File: config.mk
export PLATFORM = sky130hd
export DESIGN_NAME = instruction_fetch
export DESIGN_NICKNAME = d
export VERILOG_FILES = /design/src/rtl/instruction_fetch.sv
export SDC_FILE = /design/constraint.sdc
export NUM_CORES = 1
export LEC_CHECK = 0
export ABC_CLOCK_PERIOD_IN_PS = 2760
export BUFFER_PORTS_ARGS = -buffer_cell sky130_fd_sc_hd__buf_4
export CAP_MARGIN = 0
export CELL_PAD_IN_SITES_DETAIL_PLACEMENT = 0
export CELL_PAD_IN_SITES_GLOBAL_PLACEMENT = 2
export CORE_UTILIZATION = 31
export DETAILED_ROUTE_END_ITERATION = 10
export GPL_TIMING_DRIVEN = 0
export HOLD_SLACK_MARGIN = 0.08
export PLACE_DENSITY_LB_ADDON = 0.1
export RECOVER_POWER = 50
export SETUP_SLACK_MARGIN = 0.5
export SYNTH_ARGS = -nofsm -noshare
export SYNTH_HDL_FRONTEND = slang
export SYNTH_SLANG_ARGS = --single-unit
File: constraint.sdc
create_clock -name clk -period 2.76 [get_ports clk]
set_input_delay 0.552 -clock clk [delete_from_list [all_inputs] [get_ports clk]]
set_output_delay 0.552 -clock clk [all_outputs]
set_load 0.01 [all_outputs]
File: src/rtl/instruction_fetch.sv
// Three-byte instruction fetch unit: owns the PC, reads opcode/operand bytes from
// program memory and holds the assembled instruction until the IR stage acknowledges it.
// Optional per-byte memory timeout with sticky error flag: define FETCH_TIMEOUT_EN.
module instruction_fetch #(
    parameter int                 ADDR_W   = 8,
    parameter logic [ADDR_W-1:0]  RESET_PC = '0,
    parameter int                 TIMEOUT  = 15
) (
    input  logic              clk,
    input  logic              rst,
    input  logic              fetch_en,
    input  logic              jump_en,
    input  logic [ADDR_W-1:0] jump_addr,
    output logic              mem_rd,
    output logic [ADDR_W-1:0] mem_addr,
    input  logic [7:0]        mem_data,
    input  logic              mem_ack,
    output logic [7:0]        opcode,
    output logic [7:0]        operando1,
    output logic [7:0]        operando2,
    output logic              IR_load,
    input  logic              ir_ack,
    output logic [ADDR_W-1:0] pc,
    output logic              fetch_err
);

    typedef enum logic [2:0] {IDLE, RD0, RD1, RD2, HOLD} state_t;

    if (TIMEOUT < 1) begin : g_timeout_range
        $error("instruction_fetch: TIMEOUT must be at least 1");
    end

    state_t            state_q, state_d;
    logic [ADDR_W-1:0] pc_q, pc_d;
    logic [7:0]        opcode_q, opcode_d;
    logic [7:0]        op1_q, op1_d;
    logic [7:0]        op2_q, op2_d;
    logic              fetch_block;

`ifdef FETCH_TIMEOUT_EN
    localparam int              TMO_W    = $clog2(TIMEOUT + 1);
    localparam logic [TMO_W-1:0] TMO_LAST = TMO_W'(TIMEOUT - 1);

    logic [TMO_W-1:0] tmo_q, tmo_d;
    logic             err_q, err_d;

    assign fetch_block = err_q;
    assign fetch_err   = err_q;
`else
    assign fetch_block = 1'b0;
    assign fetch_err   = 1'b0;
`endif

    always_comb begin
        // NOTE: every signal gets its hold value first so no path through the
        // case statement leaves one unassigned and infers a latch.
        state_d  = state_q;
        pc_d     = pc_q;
        opcode_d = opcode_q;
        op1_d    = op1_q;
        op2_d    = op2_q;
`ifdef FETCH_TIMEOUT_EN
        tmo_d    = tmo_q;
        err_d    = err_q;
`endif

        unique case (state_q)
            IDLE: if (fetch_en && !fetch_block) state_d = RD0;
            RD0: if (mem_ack) begin
                opcode_d = mem_data;
                pc_d     = pc_q + 1'b1;
                state_d  = RD1;
            end
            RD1: if (mem_ack) begin
                op1_d   = mem_data;
                pc_d    = pc_q + 1'b1;
                state_d = RD2;
            end
            RD2: if (mem_ack) begin
                op2_d   = mem_data;
                pc_d    = pc_q + 1'b1;
                state_d = HOLD;
            end
            HOLD: if (ir_ack) state_d = fetch_en ? RD0 : IDLE;
            default: state_d = IDLE;
        endcase

`ifdef FETCH_TIMEOUT_EN
        // The counter restarts for every byte: an ack clears it before the next RDn.
        if (state_q inside {RD0, RD1, RD2}) begin
            if (mem_ack) begin
                tmo_d = '0;
            end else if (tmo_q == TMO_LAST) begin
                err_d   = 1'b1;
                state_d = IDLE;
                tmo_d   = '0;
            end else begin
                tmo_d = tmo_q + 1'b1;
            end
        end
`endif

        // A redirect overrides everything, including a capture or ack in this cycle.
        if (jump_en) begin
            state_d  = IDLE;
            pc_d     = jump_addr;
            opcode_d = opcode_q;
            op1_d    = op1_q;
            op2_d    = op2_q;
`ifdef FETCH_TIMEOUT_EN
            tmo_d    = '0;
            err_d    = err_q;
`endif
        end
    end

    // NOTE: state registers use non-blocking assignments so every flop samples
    // the pre-edge values regardless of statement order.
    always_ff @(posedge clk or posedge rst) begin
        if (rst) begin
            state_q  <= IDLE;
            pc_q     <= RESET_PC;
            opcode_q <= '0;
            op1_q    <= '0;
            op2_q    <= '0;
        end else begin
            state_q  <= state_d;
            pc_q     <= pc_d;
            opcode_q <= opcode_d;
            op1_q    <= op1_d;
            op2_q    <= op2_d;
        end
    end

`ifdef FETCH_TIMEOUT_EN
    always_ff @(posedge clk or posedge rst) begin
        if (rst) begin
            tmo_q <= '0;
            err_q <= 1'b0;
        end else begin
            tmo_q <= tmo_d;
            err_q <= err_d;
        end
    end
`endif

    assign mem_rd    = (state_q == RD0) || (state_q == RD1) || (state_q == RD2);
    assign IR_load   = (state_q == HOLD);
    assign mem_addr  = pc_q;
    assign pc        = pc_q;
    assign opcode    = opcode_q;
    assign operando1 = op1_q;
    assign operando2 = op2_q;

endmodule
==> qor.yml, run 1 <==
outcome:
  outcome: "complete, no violations"
clock_network:
  numCtsBuffers: 5
  cts_num_sinks: 35
  cts_setup_buffers: 0
  ctsHtreeMaxLevel: 2
  cts_resized: 0
  clk_latency_ns: 0.28
  cts_root_buf: "clkbuf_8"
  clockBufferDepth: 2
  ctsHoldBuffers: 0
  cts_tree: "yes"
  clk_pin_slew_ns: 0.08
die:
  start_util_pct: 33.08
  die_width_um: 73.93
  ios: 65
  die_y_um: 73.93
  die_area_um2: 5466
  fp-row-count: 25
  core_um2: 4848
sta:
  relSlewSlack_pct: 11.51
  rsz0062_at_grt: "no"
  setup_viol: 0
  fin_crit_ns: 2.133
  finalHoldViolations: 0
  tightest_slew_ns: 1.326
  finClkSkew_ns: 0.003823
  fin_crit_sh_pct: 77.28
  slew_violations: 0
  clock.fmax_mhz: 468.9
  final.setup.tns_ns: 0
power:
  internal_power_mw: 1.072
  ir_worst_vdd_v: 0.0003849
  p_total_mw: 1.581
  clkPwrFrac_pct: 23.7
  combPwrFrac_pct: 30.1
  p_leak_nw: 1.010
  p_sw_mw: 0.5081
  pwr-share-seq_pct: 46.2
  power.density_nw_per_um2: 727.2
  swShare_pct: 32.15
logic_synthesis:
  syn_area_per_cell_um2: 11.97
  synth-async-reset-ratio_pct: 100.0
  ys_ff_latch: 35
  yosysTopAreaCell: "dfrtp_1"
  synth_area_um2: 1604
  synth_top_area_share_pct: 54.60
  yosys-top-cells-area: "dfrtp_1 (55%), mux2_2 (17%), buf_4 (4.2%)"
  netlist_instances: 134
  ys_seq_area_share_pct: 54.60
  yosysWarnings: 0
  ys_types: 28
  syn_nets: 157
  synth_edf_count: 0
  synth-main-ff-cell: "dfrtp_1"
global_routing:
  grt_max_degree: 36
  grt-ovfl-total: 0
  use_met1_pct: 16.72
  grtUsageTotal_pct: 15.04
  antenna_found_initial: 0
  grtUsageMet2_pct: 27.27
  grt_pass1_vias: 1218
  grtUsageMet3_pct: 5.149
  grt_pass1_wl_um: 6065
  grt_most_used_layer: "met2"
route:
  ant_nets: 0
  drt_iter0_drc: 18
  post-route-drc-count: 0
  vias_per_cell: 4.603
  detail_route.wl_per_cell_um: 14.05
  via_count: 1252
  wl_um: 3822
  dr.pass1.iters: 4
critical_path:
  crit_chain: "clkbuf_1 > nor2_1 > nand2_1 > inv_1 > buf_4"
  cp.arrival_ns: 1.58
  cp_max_fo: 7
  end_kind: "primary output"
  critPathSlowestCell: "nor2_1"
  cp_num_buf_inv: 3
  crit_path_start_kind: "register"
  crit_required_ns: 2.21
  crit_path_max_incr_delay_ns: 0.41
  critical_path_class: "reg -> out"
  path_delay_family: "simple AND/OR/NAND/NOR gates"
run:
  cap_violations: 0
cells_and_area:
  final_common_cell: "buf_4"
  final_cells: 272
  layout-drive-gt1-share_pct: 42.93
  antenna-diode-count: 0
  final_core_util_pct: 44.83
  syn_to_final_growth_pct: 35.49
  layout_common_cells: "buf_4 (51), dfrtp_1 (35), mux2_2 (24)"
  fin_nets: 227
place:
  routabilityCongestion: 0.6759
  dp_hpwl_um: 2812
  io_buffer_count: 63
  dp.cells: 264
worst_hold_path:
  hp-class: "in -> reg"
## final timing paths
kind	startpoint	to	slack, ns	cells after the start
worst max register to register	state_q[1]	opcode[1]	0.75	3
max in group asynchronous	rst	opcode[5]	1.33	2
worst min-delay path	ir_ack	state_q[2]	0.45	2
worst max-delay path	state_q[1]	IR_load	0.63	5
min in group asynchronous	rst	operando2[1]	0.64	2
worst min register to register	operando2[7]	operando2[7]	0.51	1
## worst reg2reg max path, cell delays in order (launching register included)
cell and delay, ns:
dfrtp_1 0.37, clkbuf_1 0.19, nor4_2 0.92, mux2_2 0.43
## power by group through the flow
stage,logic (mW),clock network [mW],registers (mW)
after floorplan,0.197,0,0.795
after global placement,0.550,0,0.734
after detailed placement,0.563,0,0.745
after CTS,0.565,0.385,0.736
after global routing,0.517,0.411,0.752
final,0.476,0.374,0.730
## logic make-up (layout without fill, tap and decap cells)
group | after synthesis | in the layout | share of synthesized area, %
AOI/OAI and AO/OA | 13 | 13 | 4.368
muxes | 26 | 26 | 18.10
adders and majority gates | 1 | 1 | 0.7799
buffers and inverters | 16 | 87 | 6.396
DFF | 35 | 35 | 54.60
xor gates and xnor gates | 6 | 6 | 3.276
and+or+nand+nor | 36 | 36 | 12.25
other | 1 | 1 | 0.2338
## metal layers
layer  up-vias  routed length, um
met1       608               1499
li1        591                  -
met3         4                267
met5         -                  0
met2        49               2015
met4         0                 40
## per-stage QoR
step                      worst slack [ns]  cell area [um2]  hold WS, ns
after floorplan                      1.007             1604       0.5206
after global placement              0.5557             2161       0.4913
after detailed placement            0.5020             2161       0.4943
after CTS                           0.6628             2250       0.4424
after global routing                0.4761             2173       0.4315
final                               0.6272             2173       0.4520
## state kept, by name, indices dropped and copies added, names as in the netlist
signal	cells
operando1	8
operando2	8
state_q	3
opcode	8
mem_addr	8
## cell usage after synthesis (2+ instances only)
library cell / count
a21oi_1: 2
buf_4: 9
clkbuf_1: 2
dfrtp_1: 35
inv_1: 3
mux2_2: 24
mux2i_1: 2
nand2_1: 12
nand3_1: 4
nand4_1: 2
nor2_1: 5
nor2b_1: 3
nor3_1: 4
o21ai_0: 9
xnor2_1: 4
xor2_1: 2
## layout make-up
type	instances	area (um2)
inverters	3	11.26
plain buffers	13	90.09
clock buffers	5	68.82
clock inverters	3	20.02
repair buffers	63	397.9
fillers	487	2675
well taps	67	83.83
multi-input cells	83	625.6
flip-flops and latches	35	875.8
Power figures use the tool's default switching activity.
==> inputs of run 2 (changes only) <==
ABC_AREA = 1   (was unset)
ABC_CLOCK_PERIOD_IN_PS = 1900   (was 2760)
CORE_UTILIZATION = 25   (was 31)
clock period = 1.9 ns   (was 2.76 ns; I/O delays follow)
==> run 2 against run 1 <==
Non-clock buffer count increased by 18. Synthesized cell count grew 60%. Combinational power grew to 3.7 times the previous value. Critical path type unchanged. Clock-buffer cell count increased by 1. Register-to-register slack lost 0.20 ns. Critical endpoint unchanged. Die area rose by 40%. Clock skew up 0.0028 ns. Largest power group is now combinational logic.
==> qor.yml, run 2 <==
place:
  placedInstanceArea_um2: 2419
  dp.cells: 373
  dp_hpwl_um: 3494
  io_buffer_count: 63
  pre_cts_slack_ns: 0.4046
  routabilityCongestion: 0.7220
die:
  die_area_um2: 7648
  ios: 65
  core_um2: 6907
  fp-row-count: 30
  die_width_um: 87.45
  die_y_um: 87.45
  start_util_pct: 26.43
critical_path:
  cp.arrival_ns: 1.07
  crit_path_start_kind: "register"
  end_kind: "primary output"
  r2r-start: "state_q[1]"
  critical_path_class: "reg -> out"
  crit_path_start: "state_q[1]"
  crit_required_ns: 1.52
  cp_max_fo: 4
clock_network:
  cts_tree: "yes"
  ctsHtreeMaxLevel: 2
  clk_pin_slew_ns: 0.08
  ctsHoldBuffers: 0
  clockBufferDepth: 2
  cts_num_sinks: 35
  cts_root_buf: "clkbuf_8"
  numCtsBuffers: 5
  clk_latency_ns: 0.29
outcome:
  outcome: "complete, no violations"
logic_synthesis:
  synth_common_cells: "nand2_1 (68), dfrtp_1 (35), nand3_1 (23)"
  yosysWarnings: 0
  synth-async-reset-ratio_pct: 100.0
  ys_types: 28
  syn_area_per_cell_um2: 8.530
  synth_edf_count: 0
  synth_top_area_share_pct: 47.98
  ys_seq_area_share_pct: 47.98
  synth-main-ff-cell: "dfrtp_1"
  yosys-top-cells-area: "dfrtp_1 (48%), nand2_1 (14%), o21ai_2 (7.2%)"
  synth.most_common_cell: "nand2_1"
  syn_nets: 237
  yosysTopAreaCell: "dfrtp_1"
  synth_area_um2: 1826
  netlist_instances: 214
  ys_ff_latch: 35
cells_and_area:
  final_common_cell: "nand2_1"
  layout_common_cells: "nand2_1 (68), buf_4 (64), dfrtp_1 (28)"
  syn_to_final_growth_pct: 43.32
  fin_area_um2: 2616
  final_cells: 398
  fin_nets: 324
  layout-drive-gt1-share_pct: 39.07
  final_core_util_pct: 37.88
  antenna-diode-count: 0
power:
  power.density_nw_per_um2: 1385
  p_leak_nw: 1.305
  ir_worst_vdd_v: 0.0005630
  internal_power_mw: 2.203
  combPwrFrac_pct: 48.2
  pwr-share-seq_pct: 35.6
  p_total_mw: 3.624
  swShare_pct: 39.21
  clkPwrFrac_pct: 16.2
  p_sw_mw: 1.421
route:
  drt_iter0_drc: 45
  vias_per_cell: 4.156
  ant_nets: 0
  detail_route.wl_per_cell_um: 12.54
  wl_um: 4989
  post-route-drc-count: 0
  via_count: 1654
  dr.pass1.iters: 4
run:
  cap_violations: 0
worst_hold_path:
  hp-class: "in -> async"
sta:
  final.setup.tns_ns: 0
  finClkSkew_ns: 0.006670
  clock.fmax_mhz: 687.8
  tightest_slew_ns: 0.7753
  setup_viol: 0
  relSlewSlack_pct: 48.24
  finalHoldViolations: 0
  fin_crit_ns: 1.454
  setup_ws_ns: 0.4461
  slew_violations: 0
  rsz0062_at_grt: "yes"
  whs_ns: 0.2253
  fin_crit_sh_pct: 76.52
global_routing:
  grt_max_degree: 36
  grt_pass1_wl_um: 8148
  grt-ovfl-total: 0
  grt_pass1_vias: 1603
  grtUsageTotal_pct: 14.17
  antenna_found_initial: 0
## run 2: cell types whose count changed in the layout (fill, tap and decap cells not counted), sizes merged, moves of 3 or more
cell / change
nand2: +58
o21ai: +20
nand3: +20
nor2: +3
inv: +18
nor2b: -3
nor3: -3
xnor2: -4
buf: +20
mux2: -24
## run 2: kinds of logic (layout without fill, tap and decap cells)
group | Yosys count | after routing | synth area share [%]
other cells | 1 | 1 | 0.2054
simple gates | 108 | 108 | 28.65
compound gates | 32 | 32 | 12.00
fa+ha+maj | 1 | 1 | 0.6853
buf+inv | 37 | 125 | 10.49
flops | 35 | 35 | 47.98
## run 2: critical path: stages, from the launching register on
cell     delay, ns
dfrtp_1       0.45
inv_4         0.09
nand2_4       0.05
nor2_4        0.08
buf_6         0.10
## run 2: power groups by stage
stage | logic (mW) | clock network [mW] | registers (mW)
6_report | 1.75 | 0.588 | 1.29
3_5_place_dp | 1.63 | 0 | 1.36
3_3_place_gp | 1.62 | 0 | 1.36
2_1_floorplan | 0.766 | 0 | 1.44
4_1_cts | 1.85 | 0.615 | 1.31
5_1_grt | 1.94 | 0.648 | 1.33
## run 2: path summary, 6_finish.rpt
path                                end  slack, ns  cells past startpoint
min in group clk             state_q[2]       0.29                      2
min                         mem_addr[7]       0.23                      2
max                             IR_load       0.45                      4
max reg2reg                operando2[7]       0.55                      6
max in group asynchronous   mem_addr[3]       1.12                      2
min reg2reg                   opcode[5]       0.48                      2
## run 2: cell type report
class	instances	area, um2
plain buffers	14	117.6
inverters	23	93.84
clock buffers	6	82.58
fillers	756	4290
flip-flops and latches	35	884.6
repair buffers	80	533.0
well taps	96	120.1
multi-input cells	142	768.2
clock inverters	2	16.27
## run 2: metal layers
layer  track usage (%)  share of wire, %
met5                 0                 0
met3             3.697               5.3
met2             25.21                50
met1             16.25                42
met4             5.216               1.8
## run 2: what timing repair did
item                                    CTS  global route
gates resized for setup                  13             7
pin swaps                                 2             1
endpoints found under the setup margin    9            25
buffers inserted                         12             5
==> inputs of run 3 (changes only) <==
ABC_CLOCK_PERIOD_IN_PS = 1500   (was 1900)
CORE_UTILIZATION = 28   (was 25)
clock period = 1.5 ns   (was 1.9 ns; I/O delays follow)
==> run 3 against run 2 <==
Hold slack worse by 0.079 ns. First-iteration DRC count is 22% lower. Clock-buffer cell count stayed put. Sequential share of layout area shrank 6.8 points. Critical path depth unchanged. Sequential power is 33% higher. Global-route usage rose by 3.1 points. Register-to-register slack worse by 0.33 ns. Sequential cell count stayed put. Clock skew about the same. Largest cell class is now non-clock buffers. Largest power group unchanged.
==> qor.yml, run 3 (synthesized netlist as in run 2, its figures left out) <==
critical_path:
  end_kind: "primary output"
  critical_path_class: "reg -> out"
  cp.arrival_ns: 1.09
  cp_max_fo: 5
  crit_path_start_kind: "register"
  crit_required_ns: 1.20
die:
  die_y_um: 82.75
  start_util_pct: 28.91
  ios: 65
  die_area_um2: 6847
  core_um2: 6314
  fp-row-count: 29
  die_width_um: 82.75
place:
  routabilityCongestion: 0.7130
  dp.cells: 354
  io_buffer_count: 63
  dp_hpwl_um: 3361
cells_and_area:
  final_common_cell: "buf_4"
  antenna-diode-count: 0
  final_cells: 409
  multi_input_area_um2: 994.7
  layout-drive-gt1-share_pct: 57.53
  fillCellCount: 644
  layout_common_cells: "buf_4 (49), buf_6 (42), nand2_1 (41)"
  fin_nets: 354
  seq_area_um2: 884.6
  syn_to_final_growth_pct: 79.57
sta:
  finalHoldViolations: 0
  final.setup.tns_ns: 0
  finClkSkew_ns: 0.006338
  fin_crit_sh_pct: 92.93
  tightest_slew_ns: 0.8161
  relSlewSlack_pct: 45.48
  clock.fmax_mhz: 717.4
  fin_crit_ns: 1.394
  rsz0062_at_grt: "yes"
  setup_viol: 0
  slew_violations: 0
global_routing:
  grt_pass1_wl_um: 8487
  grtUsageTotal_pct: 17.24
  antenna_found_initial: 0
  grt_pass1_vias: 1677
  grt-ovfl-total: 0
  grt_max_degree: 36
run:
  cap_violations: 0
power:
  p_sw_mw: 2.162
  p_leak_nw: 1.563
  ir_worst_vdd_v: 0.0008148
  pwr-share-seq_pct: 30.6
  swShare_pct: 38.74
  p_total_mw: 5.580
  combPwrFrac_pct: 57.0
  internal_power_mw: 3.418
  power.density_nw_per_um2: 1702
  clkPwrFrac_pct: 12.5
clock_network:
  ctsHtreeMaxLevel: 2
  clk_pin_slew_ns: 0.08
  clk_latency_ns: 0.29
  clockBufferDepth: 2
  cts_num_sinks: 35
  cts_root_buf: "clkbuf_8"
  numCtsBuffers: 5
  cts_tree: "yes"
route:
  dr.pass1.iters: 4
  drt_iter0_drc: 35
  vias_per_cell: 4.465
  via_count: 1826
  ant_nets: 0
  wl_um: 5517
  post-route-drc-count: 0
  detail_route.wl_per_cell_um: 13.49
worst_hold_path:
  hp-class: "in -> async"
outcome:
  outcome: "complete, no violations"
==> run 3: changes by cell type in the layout (fill, tap and decap cells not counted), sizes merged <==
cell      before  now
buf           72  101
clkbuf        28   29
clkinvlp       1    2
inv           21   20
==> run 3: layout make-up <==
class	count	area share, %
multi-input cells	142	30.34
repair buffers	110	29.39
flip-flops and latches	35	26.98
plain buffers	14	4.771
inverters	23	2.977
well taps	77	2.939
clock buffers	6	2.214
clock inverters	2	0.3817
==> run 3: per-layer routing <==
| metal | GRT usage [%] | wire length [um] | share of wire [%] | vias up |
|---|---|---|---|---|
| met1 | 20.01 | 2163 | 39 | 862 |
| met2 | 30.25 | 2995 | 54 | 43 |
| met3 | 4.945 | 301 | 5.5 | 7 |
| met5 | 0 | 0 | 0 | - |
| met4 | 5.690 | 57 | 1.0 | 0 |
| li1 | - | - | - | 914 |
==> run 3: through the flow <==
stage,worst slack (ns),instance area (um2),hold slack (ns),utilization (%)
6_report,0.1060,3278,0.1464,51.92
5_1_grt,0.05201,3278,0.1646,51.92
4_1_cts,0.1091,3173,0.1720,50.26
3_5_place_dp,0.1822,2459,0.4711,38.94
3_3_place_gp,0.1576,2459,0.4696,38.94
2_1_floorplan,0.3690,1889,0.2469,-
==> run 3: power by group through the flow <==
stage,clock (mW),combinational [mW],sequential [mW]
6_report,0.696,3.18,1.71
5_1_grt,0.764,3.48,1.76
4_1_cts,0.720,3.09,1.71
3_5_place_dp,0,2.12,1.74
3_3_place_gp,0,2.12,1.75
2_1_floorplan,0,1.03,1.86
==> run 3: critical path, cell delays in order, from the launching register on <==
cell     delay, ns
dfrtp_2       0.46
inv_4         0.08
nand2_4       0.07
nor2_4        0.09
buf_6         0.10
==> run 3: path summary, 6_finish.rpt <==
check                             startpoint      endpoint  slack [ns]  depth (start not counted)
worst min register to register  operando2[6]  operando2[6]        0.51                          2
min in group clk                      ir_ack    state_q[2]        0.18                          2
worst max register to register    state_q[0]  operando1[5]        0.22                          6
worst max-delay path              state_q[0]       IR_load        0.11                          4
worst min-delay path                     rst   mem_addr[0]        0.15                          2
max in group asynchronous                rst    state_q[0]        0.87                          2
==> run 3: timing repair <==
| item | 4_1_cts | 5_1_grt |
|---|---|---|
| pin swaps | 11 | 18 |
| cloned | 3 | 0 |
| resized for setup | 88 | 42 |
| hold buffers | 0 | 0 |
| setup endpoints to repair | 77 | 77 |
| setup buffers | 29 | 15 |
